### config.mk
export PLATFORM = sky130hd
export DESIGN_NAME = matvec_engine
export DESIGN_NICKNAME = d
export VERILOG_FILES = /design/src/rtl/rnn_pkg.sv /design/src/rtl/mac_sat.sv /design/src/rtl/matvec_engine.sv
export SDC_FILE = /design/constraint.sdc
export NUM_CORES = 2
export LEC_CHECK = 0
export CORE_UTILIZATION = 55
export DETAILED_ROUTE_END_ITERATION = 8
export GPL_TIMING_DRIVEN = 0
export HOLD_SLACK_MARGIN = 0.1
export MAX_ROUTING_LAYER = met4
export PLACE_DENSITY = 0.71
export SLEW_MARGIN = 20
export SYNTH_ARGS = -nofsm -noshare
export SYNTH_HDL_FRONTEND = slang
export SYNTH_HIERARCHICAL = 1
export SYNTH_SLANG_ARGS = --single-unit
export TNS_END_PERCENT = 10
### constraint.sdc
create_clock -name clk -period 19.51 [get_ports clk]
set_input_delay 2.9265 -clock clk [delete_from_list [all_inputs] [get_ports clk]]
set_output_delay 2.9265 -clock clk [all_outputs]
set_load 0.02 [all_outputs]
### src/rtl/rnn_pkg.sv
// Shared definitions for the matvec engine: register map, CTRL bit
// positions and the sequencing FSM state encoding.
package rnn_pkg;

  localparam logic [2:0] ADDR_CTRL   = 3'd0;
  localparam logic [2:0] ADDR_VEC    = 3'd1;
  localparam logic [2:0] ADDR_MAT    = 3'd2;
  localparam logic [2:0] ADDR_BIAS   = 3'd3;
  localparam logic [2:0] ADDR_RESULT = 3'd4;
  localparam logic [2:0] ADDR_RSEL   = 3'd5;

  localparam int CTRL_START   = 0;
  localparam int CTRL_RELU    = 1;
  localparam int CTRL_CLR_ERR = 2;

  typedef enum logic [1:0] {
    ST_IDLE,
    ST_MAC,
    ST_WB,
    ST_DONE
  } state_t;

endpackage

### src/rtl/mac_sat.sv
// Signed multiply-accumulate with fixed-point rescale, bias add,
// saturation to DATA_W bits and optional ReLU.
module mac_sat #(
  parameter int DATA_W = 16,
  parameter int FRAC_W = 8,
  parameter int ACC_W  = 37
) (
  input  logic                     clk,
  input  logic                     rst_n,
  input  logic                     clr,
  input  logic                     en,
  input  logic signed [DATA_W-1:0] mat_elem,
  input  logic signed [DATA_W-1:0] vec_elem,
  input  logic signed [DATA_W-1:0] bias,
  input  logic                     relu_en,
  output logic signed [DATA_W-1:0] result
);

  localparam logic signed [ACC_W:0] SAT_MAX = (ACC_W+1)'((2 ** (DATA_W - 1)) - 1);
  localparam logic signed [ACC_W:0] SAT_MIN = -SAT_MAX - 1;

  logic signed [2*DATA_W-1:0] product;
  logic signed [ACC_W-1:0]    acc;
  logic signed [ACC_W-1:0]    shifted;
  logic signed [ACC_W:0]      sum;
  logic signed [ACC_W:0]      sat_val;

  assign product = mat_elem * vec_elem;

  always_ff @(posedge clk or negedge rst_n) begin
    if (!rst_n) begin
      acc <= '0;
    end else if (clr) begin
      acc <= '0;
    end else if (en) begin
      // NOTE: sequential state uses non-blocking assignment so every register
      // samples pre-edge values regardless of block ordering.
      acc <= acc + ACC_W'(product);
    end
  end

  // One extra bit on the sum so the bias add can never wrap before clamping.
  assign shifted = acc >>> FRAC_W;
  assign sum     = (ACC_W+1)'(shifted) + (ACC_W+1)'(bias);

  always_comb begin
    // NOTE: defaults first keeps this block free of inferred latches.
    sat_val = sum;
    if (sum > SAT_MAX) begin
      sat_val = SAT_MAX;
    end else if (sum < SAT_MIN) begin
      sat_val = SAT_MIN;
    end
    result = sat_val[DATA_W-1:0];
    if (relu_en && sat_val[DATA_W-1]) begin
      result = '0;
    end
  end

endmodule

### src/rtl/matvec_engine.sv
// Register-mapped fixed-point matrix-vector engine: y = sat(M*v >>> FRAC_W + b),
// one product per cycle, with optional ReLU.
module matvec_engine
  import rnn_pkg::*;
#(
  parameter int ROWS   = 4,
  parameter int COLS   = 32,
  parameter int DATA_W = 16,
  parameter int FRAC_W = 8
) (
  input  logic        clk,
  input  logic        rst_n,
  input  logic        read,
  input  logic        write,
  input  logic [31:0] addr,
  input  logic [31:0] data_in,
  output logic [31:0] data_out
);

  localparam int ACC_W  = 2 * DATA_W + $clog2(COLS);
  localparam int RIDX_W = (ROWS > 1) ? $clog2(ROWS) : 1;
  localparam int CIDX_W = (COLS > 1) ? $clog2(COLS) : 1;
  localparam logic [RIDX_W-1:0] ROW_LAST = RIDX_W'(ROWS - 1);
  localparam logic [CIDX_W-1:0] COL_LAST = CIDX_W'(COLS - 1);

  logic signed [DATA_W-1:0] vec_mem  [COLS];
  logic signed [DATA_W-1:0] mat_mem  [ROWS][COLS];
  logic signed [DATA_W-1:0] bias_mem [ROWS];
  logic signed [DATA_W-1:0] y_mem    [ROWS];

  state_t                   state, state_next;
  logic [RIDX_W-1:0]        row, rsel;
  logic [CIDX_W-1:0]        col;
  logic                     busy, done, err, relu_en;
  logic                     acc_clr, acc_en, y_we;
  logic signed [DATA_W-1:0] mac_result;

  logic [2:0] reg_sel;
  logic       wr_ctrl, wr_vec, wr_mat, wr_bias, wr_rsel;
  logic       vec_ok, mat_ok, bias_ok, rsel_ok;
  logic       start_ok, clr_err, err_set;
  logic       unused_bits;

  assign reg_sel     = addr[2:0];
  assign unused_bits = ^{addr[31:3], data_in};

  assign wr_ctrl = write && (reg_sel == ADDR_CTRL);
  assign wr_vec  = write && (reg_sel == ADDR_VEC);
  assign wr_mat  = write && (reg_sel == ADDR_MAT);
  assign wr_bias = write && (reg_sel == ADDR_BIAS);
  assign wr_rsel = write && (reg_sel == ADDR_RSEL);

  assign vec_ok  = data_in[31:16] < 16'(COLS);
  assign mat_ok  = (data_in[31:24] < 8'(ROWS)) && (data_in[23:16] < 8'(COLS));
  assign bias_ok = data_in[31:16] < 16'(ROWS);
  assign rsel_ok = data_in < 32'(ROWS);

  assign start_ok = wr_ctrl && data_in[CTRL_START] && !busy;
  assign clr_err  = wr_ctrl && data_in[CTRL_CLR_ERR];
  assign err_set  = (wr_vec  && (!vec_ok  || busy)) ||
                    (wr_mat  && (!mat_ok  || busy)) ||
                    (wr_bias && (!bias_ok || busy)) ||
                    (wr_rsel && !rsel_ok);

  // NOTE: operand storage has no reset; it is pure data, and its contents must
  // survive a reset that aborts a computation.
  always_ff @(posedge clk) begin
    if (wr_vec && vec_ok && !busy) begin
      vec_mem[data_in[16 +: CIDX_W]] <= data_in[DATA_W-1:0];
    end
    if (wr_mat && mat_ok && !busy) begin
      mat_mem[data_in[24 +: RIDX_W]][data_in[16 +: CIDX_W]] <= data_in[DATA_W-1:0];
    end
    if (wr_bias && bias_ok && !busy) begin
      bias_mem[data_in[16 +: RIDX_W]] <= data_in[DATA_W-1:0];
    end
  end

  always_ff @(posedge clk or negedge rst_n) begin
    if (!rst_n) begin
      state <= ST_IDLE;
    end else begin
      state <= state_next;
    end
  end

  always_comb begin
    state_next = state;
    acc_clr    = 1'b0;
    acc_en     = 1'b0;
    y_we       = 1'b0;
    case (state)
      ST_IDLE: begin
        if (start_ok) begin
          state_next = ST_MAC;
          acc_clr    = 1'b1;
        end
      end
      ST_MAC: begin
        acc_en = 1'b1;
        if (col == COL_LAST) begin
          state_next = ST_WB;
        end
      end
      ST_WB: begin
        y_we       = 1'b1;
        acc_clr    = 1'b1;
        state_next = (row == ROW_LAST) ? ST_DONE : ST_MAC;
      end
      ST_DONE: begin
        state_next = ST_IDLE;
      end
      default: begin
        state_next = ST_IDLE;
      end
    endcase
  end

  always_ff @(posedge clk or negedge rst_n) begin
    if (!rst_n) begin
      row     <= '0;
      col     <= '0;
      busy    <= 1'b0;
      done    <= 1'b0;
      relu_en <= 1'b0;
    end else begin
      case (state)
        ST_IDLE: begin
          if (start_ok) begin
            row     <= '0;
            col     <= '0;
            busy    <= 1'b1;
            done    <= 1'b0;
            relu_en <= data_in[CTRL_RELU];
          end
        end
        ST_MAC: col <= (col == COL_LAST) ? '0 : col + 1'b1;
        ST_WB: begin
          if (row != ROW_LAST) begin
            row <= row + 1'b1;
          end
        end
        ST_DONE: begin
          busy <= 1'b0;
          done <= 1'b1;
        end
        default: ;
      endcase
    end
  end

  // Error sources and the clear bit live at different addresses, so they never collide.
  always_ff @(posedge clk or negedge rst_n) begin
    if (!rst_n) begin
      err  <= 1'b0;
      rsel <= '0;
    end else begin
      if (err_set) begin
        err <= 1'b1;
      end else if (clr_err) begin
        err <= 1'b0;
      end
      if (wr_rsel && rsel_ok) begin
        rsel <= data_in[RIDX_W-1:0];
      end
    end
  end

  always_ff @(posedge clk or negedge rst_n) begin
    if (!rst_n) begin
      for (int i = 0; i < ROWS; i++) begin
        y_mem[i] <= '0;
      end
    end else if (y_we) begin
      y_mem[row] <= mac_result;
    end
  end

  // Reads sample pre-edge state, so a same-cycle write is not yet visible.
  always_ff @(posedge clk or negedge rst_n) begin
    if (!rst_n) begin
      data_out <= '0;
    end else if (read) begin
      case (reg_sel)
        ADDR_CTRL:   data_out <= {29'b0, err, done, busy};
        ADDR_RESULT: data_out <= 32'(y_mem[rsel]);
        ADDR_RSEL:   data_out <= 32'(rsel);
        default:     data_out <= '0;
      endcase
    end
  end

  mac_sat #(
    .DATA_W (DATA_W),
    .FRAC_W (FRAC_W),
    .ACC_W  (ACC_W)
  ) u_mac_sat (
    .clk      (clk),
    .rst_n    (rst_n),
    .clr      (acc_clr),
    .en       (acc_en),
    .mat_elem (mat_mem[row][col]),
    .vec_elem (vec_mem[col]),
    .bias     (bias_mem[row]),
    .relu_en  (relu_en),
    .result   (mac_result)
  );

endmodule

# [Yosys cells after proc, flatten, opt, wreduce, memory -nomap -nowiden]
# Memory sizes are Yosys's and may differ from the RTL's.
# Index checks and enable logic that the tools add are counted.
[classes] n_bitwise=4 n_mux=43 n_lt_le_gt_ge=13 reduce_logical=46 eq_ne=14 add_sub_neg=4 multipliers=1
[ops] op="512-bit 2-to-1 mux" n=1
[ops] op="16-bit 2-to-1 mux" n=9
[ops] op="32-bit one-hot mux with 3 select lines" n=1
[ops] op="16-bit binary-select mux with 5-bit select" n=1
[ops] op="16-bit demux with 5-bit select" n=1
[ops] op="37-bit 2-to-1 mux" n=2
[ops] op="64-bit bitwise mux" n=1
[ops] op="37-bit by 32-bit adder with 37-bit output" n=1
[ops] op="16-bit binary-select mux with 2-bit select" n=1
[ops] op="16-bit demux with 2-bit select" n=1
[ops] op="32-bit by 3-bit < comparator with 1-bit output (second input constant)" n=1
[ops] op="16-bit by 16-bit multiplier with 32-bit output" n=1
[ops] op="29-bit by 16-bit adder with 30-bit output" n=1
[ops] op="30-bit by 16-bit greater-than comparator with 1-bit output (second input constant)" n=1
[ops] op="30-bit by 16-bit < comparator with 1-bit output (second input constant)" n=1
[ops] op="1-bit logical AND" n=23
[ops] op="16-bit by 3-bit < comparator with 1-bit output (second input constant)" n=1
[ops] op="16-bit by 6-bit < comparator with 1-bit output (second input constant)" n=1
[ops] op="6-bit >= comparator (second input constant)" n=2
[ops] op="1-bit 2-to-1 mux" n=12
[ops] op="5-bit NOT with 6-bit output" n=2
[ops] op="2-bit 2-to-1 mux" n=5
[ops] op="5-bit 2-to-1 mux" n=2
[ops] op="5-bit one-hot mux with 2 select lines" n=1
[ops] op="other kinds (25)" n=52
[totals] wordCells=142 mem_bits_rw=2624 ff_bits=148 memories=3
[mem_list] memory="mat_mem" words=4 width=512 read_ports=1 rd_ports_with_merged_regs=0 write_ports=1 line_no="matvec_engine.sv:27" text="logic signed [DATA_W-1:0] mat_mem [ROWS][COLS];"
[mem_list] memory="vec_mem" words=32 width=16 read_ports=1 rd_ports_with_merged_regs=0 write_ports=1 line_no="matvec_engine.sv:26" text="logic signed [DATA_W-1:0] vec_mem [COLS];"
[mem_list] memory="bias_mem" words=4 width=16 read_ports=1 rd_ports_with_merged_regs=0 write_ports=1 line_no="matvec_engine.sv:28" text="logic signed [DATA_W-1:0] bias_mem [ROWS];"

# [Depth between registers and ports, before layout]
[depth] word_depth=9 depth_mapped=37 depth_no_buf=30

# [Cells and area by module]
# The synthesis kept the hierarchy.
[modules_own_cells] module="matvec_engine" area_each_um2=105125.8 instances=1 cells_each=4932
[modules_own_cells] module="mac_sat" area_each_um2=14866.8 instances=1 cells_each=1599

# [Worst setup path before layout]
# Ideal clock, no wire load.
[synth_path] path_type="reg-to-reg" startpoint="register col[1]" endpoint="register u_mac_sat.acc[36]" arrival_ns=8.206 stages_incl_launch_ff=29 t_required_ns=19.389 n_path_buf=4 slack_ns=11.183 cell_sequence="dfrtp_1 -> buf_2 -> buf_1 -> buf_1 -> mux4_2 -> mux4_2 -> mux2_2 -> clkbuf_1 -> nand2_1 -> inv_1 -> fa_1 -> fa_1 -> fa_1 -> fa_1 -> fa_1 -> inv_1 -> fa_1 -> inv_1 -> ha_1 -> a21o_1 -> a21o_1 -> a21oi_1 -> o211a_1 -> nor3_1 -> a41o_1 -> a31oi_1 -> o31ai_1 -> xnor2_1 -> a22o_1"
[synth_between] elab_chain_len=8
[synth_rtl] item="start: declaration" line_no="matvec_engine.sv:33" text="logic [CIDX_W-1:0] col;"
[synth_rtl] item="start signal: assignment" line_no="matvec_engine.sv:137" text="ST_MAC: col <= (col == COL_LAST) ? '0 : col + 1'b1;"
[synth_rtl] item="5-bit NOT with 6-bit output (implied by the code)" line_no="matvec_engine.sv:202" text=".mat_elem (mat_mem[row][col]),"
[synth_rtl] item="16-bit binary-select mux with 5-bit select" line_no="matvec_engine.sv:202"
[synth_rtl] item="16-bit 2-to-1 mux (implied by the code) (2 in a row)" line_no="matvec_engine.sv:202"
[synth_rtl] item="16-bit by 16-bit multiplier with 32-bit output (*)" line_no="mac_sat.sv:28" text="assign product = mat_elem * vec_elem;"
[synth_rtl] item="37-bit by 32-bit adder with 37-bit output (*)" line_no="mac_sat.sv:38" text="acc <= acc + ACC_W'(product);"
[synth_rtl] item="37-bit 2-to-1 mux (*)" line_no="mac_sat.sv:35" text="end else if (en) begin"
[synth_rtl] item="37-bit 2-to-1 mux (*)" line_no="mac_sat.sv:33" text="end else if (clr) begin"
[synth_rtl] item="end signal: assignment" line_no="mac_sat.sv:38"
[synth_rtl] item="end: declaration" line_no="mac_sat.sv:23" text="logic signed [ACC_W-1:0] acc;"
# Every way passes the cells marked *; elsewhere a longest branch is shown, timed or not. The select of a mux whose other input is x is not followed.
# A chain may end at the register's enable or synchronous reset.

# [Final worst setup path]
[layout_path] startpoint="register row[1]" endpoint="register u_mac_sat.acc[36]"
[layout_between] elab_chain_len=8
[layout_rtl] item="start: declaration" line_no="matvec_engine.sv:32" text="logic [RIDX_W-1:0] row, rsel;"
[layout_rtl] item="start signal: assignment" line_no="matvec_engine.sv:140" text="row <= row + 1'b1;"
[layout_rtl] item="memory read 4 x 512 bit"
[layout_rtl] item="16-bit binary-select mux with 5-bit select" line_no="matvec_engine.sv:202"
[layout_rtl] item="16-bit 2-to-1 mux (implied by the code) (2 in a row)" line_no="matvec_engine.sv:202"
[layout_rtl] item="16-bit by 16-bit multiplier with 32-bit output" line_no="mac_sat.sv:28"
[layout_rtl] item="37-bit by 32-bit adder with 37-bit output" line_no="mac_sat.sv:38"
[layout_rtl] item="37-bit 2-to-1 mux" line_no="mac_sat.sv:35"
[layout_rtl] item="37-bit 2-to-1 mux" line_no="mac_sat.sv:33"
# No other way between the ends. The select of a mux whose other input is x is not followed.

==> flow_summary_export.csv <==
group,metric,value,unit
synth,synthCells,6531,
drt,ant_nets,0,
cells_and_area,area_growth,13.4,%
drt,firstDrtPassIters,6,
die,die_h,469,µm
critical_path,cp_slowest_cell,"a21oi_1",
hold_path,hold_path.class,"reg2reg",
drt,wl_per_cell,33.5,µm
timing,tns,0,ps
die,core,217000,µm²
grt,overflow,0,
cells_and_area,layout-drive-gt1-share,22.3,%
placed_design,gp_congestion,0.951,
timing,rsz0062_at_grt,"no",
clocking,ctsHoldBuffers,0,
critical_path,start_kind,"flop",
grt,antenna_found_initial,17,
synth,seq_area_frac_synth,68.4,%
timing,setup_viol,0,
cells_and_area,nets,7583,
job,max_cap_violations,0,
timing,period_share,61.2,%
timing,clock_skew,46.7,ps
synth,synth_seq_cells,2756,
timing,final.min_clock_period,11950,ps
clocking,cts_tree,"built",
clocking,cts_resized,0,
drt,wirelength,339,mm
critical_path,crit_start,"row[1]",
die,die_w,469,µm
critical_path,cp_max_fo,10,
critical_path,critPathMostFrequentCell,"fa_1",
die,dieArea,220000,µm²
outcome,status,"finished clean",
timing,fmax,83.7,MHz
grt,grt_pass1_wl,481,mm
synth,synth_edf_count,2624,
critical_path,crit_type,"reg2reg",
timing,hold_violations,0,
placed_design,hpwl,231,mm
synth,synth.avg_cell_area,18.4,µm²
grt,grt_pass1_vias,66500,
die,pin_count,100,
placed_design,port_buffers,63,
critical_path,r2r-start,"row[1]",
timing,slew_headroom,9.52,%
critical_path,crit_arrival,12770,ps
grt,grt_max_degree,129,
critical_path,cp_data_required_time,20340,ps
grt,grt_util_all_layers,32.2,%
clocking,htreeDepth,5,
synth,synthFlopType,"edfxtp_1",
drt,drt-initial-drc-count,9360,
drt,dr_total_vias,66400,
synth,synth_cell_type_count,91,
die,rows,171,
hold_path,hp-start,"y_mem[42]",
timing,slew_violations,0,
clocking,clock_latency,950,ps
critical_path,crit_path_end_kind,"flop",
clocking,post_cts_buffers,0,
synth,synthArstFlopShare,4.79,%
clocking,clock_sinks,2756,
clocking,cts_buffer_depth,4,
clocking,cts_buffers,292,
die,start_util,55.3,%
synth,synth_area,120000,µm²
synth,syn_nets,7062,
synth,ys_warn_count,6,
clocking,root_buffer,"clkbuf_16",
clocking,cts.clk_slew.worst_paths,60,ps
drt,drc_errors,0,
critical_path,slowest_delay,930,ps
timing,tightest_slew,1360,ps
drt,via_per_inst,6.57,
[critical path, delay by kind of cell, from the launching register on]
family                   cells  cell delay, ps
buffers and inverters        9            2240
AO/OA/AOI/OAI               13            4240
multiplexers                 1             330
adder cells (fa/ha/maj)      7            3420
AND/OR/NAND/NOR              2             490
flip-flops                   1             910
XOR/XNOR                     1             140
[state kept, by name, indices dropped and copies added, names as in the netlist, 5 cells and up]
register       count
bias_mem          64
col                5
data_out          16
mat_mem         2048
u_mac_sat/acc     37
vec_mem          512
y_mem             64
[path summary, 6_finish.rpt]
check,to,slack [ps],cells after the start
worst max-delay path,u_mac_sat/acc[36],7560,33
worst min-delay path,y_mem[42],500,1
worst max register to register,u_mac_sat/acc[36],7560,33
worst min register to register,y_mem[42],500,1
max in group asynchronous,u_mac_sat/acc[3],16830,2
min in group asynchronous,u_mac_sat/acc[35],1880,1
[kinds of logic (layout without fill, tap and decap cells)]
| kind of cell | after synthesis | count (layout) | synth area share [%] |
|---|---|---|---|
| buf+inv | 751 | 1462 | 2.85 |
| flops | 2756 | 2756 | 68.4 |
| other cells | 0 | 12 | 0 |
| fa+ha+maj | 463 | 463 | 6.82 |
| simple gates | 832 | 832 | 3.26 |
| xor+xnor | 62 | 62 | 0.453 |
| mux | 972 | 972 | 14.1 |
| compound gates | 695 | 695 | 4.11 |
[cells in the final DEF, fill, tap and decap left out, types with 25 or more instances in the layout]
master,instances
fa_1,318
clkbuf_1,197
mux4_2,560
nand2_1,238
edfxtp_1,2624
ha_1,144
nand3_1,50
buf_8,76
buf_1,35
mux2i_1,286
xor2_1,25
o22ai_1,35
nor2_1,119
mux2_2,104
buf_6,118
nor2_2,125
inv_1,398
clkinv_2,36
clkbuf_16,297
dfrtp_1,132
clkdlybuf4s50_1,46
buf_4,47
nor2b_1,40
xnor2_1,37
a22oi_1,195
a21o_1,33
clkinv_1,54
a211oi_1,29
a21oi_1,123
o21ai_0,47
a22o_1,28
nor2_4,35
buf_2,85
and2_1,121
[cell usage after synthesis, types with 25 or more instances]
master	n	area, µm²
nor2b_1	40	250
nor2_1	279	1050
a22o_1	28	245
buf_6	41	462
mux2i_1	286	2860
a211oi_1	29	218
nand3_1	50	250
dfrtp_1	132	3300
mux4_2	560	12600
nand2_1	238	893
ha_1	144	1800
xnor2_1	37	324
o21ai_0	47	235
o22ai_1	35	219
xor2_1	25	219
buf_2	72	360
a22oi_1	195	1460
inv_1	398	1490
and2_1	121	757
buf_4	40	300
buf_1	45	169
a2111oi_0	25	219
mux2_2	104	1170
a21oi_1	131	656
edfxtp_1	2624	78800
a21o_1	33	248
fa_1	319	6390
clkbuf_1	149	559
[per-layer routing]
layer | up-vias | GRT usage [%] | part of all wire (%)
met5 | - | - | 0
met4 | 0 | 13.1 | 4.7
met3 | 767 | 8.76 | 12
met2 | 4146 | 47.3 | 46
met1 | 34900 | 42.8 | 37
li1 | 26600 | - | -
[cell type report]
class	count	area, µm²
clock inverters	121	1030
well taps	2854	3570
fillers	15000	80800
diodes	12	30.0
inverters	399	1500
multi-input cells	3024	35200
clock buffers	363	7720
repair buffers	227	3020
plain buffers	352	1960
flip-flops and latches	2756	82100
[stage by stage]
step / cell area [µm²] / cells / setup slack, ps / hold slack [ps] / utilization, %
finish: 136000 / 10100 / 7560 / 502 / 62.7
floorplan: 120000 / 6531 / 11180 / 474 / -
CTS: 136000 / 10100 / 7820 / 502 / 62.7
global route: 136000 / 10100 / 7410 / 509 / 62.7
detailed placement: 127000 / 9612 / 7850 / 488 / 58.7
global placement: 124000 / 9448 / 7050 / 481 / 57.2
Power is not shown: default switching activity piles up to over one toggle a cycle in this logic, so the estimate is an artifact.
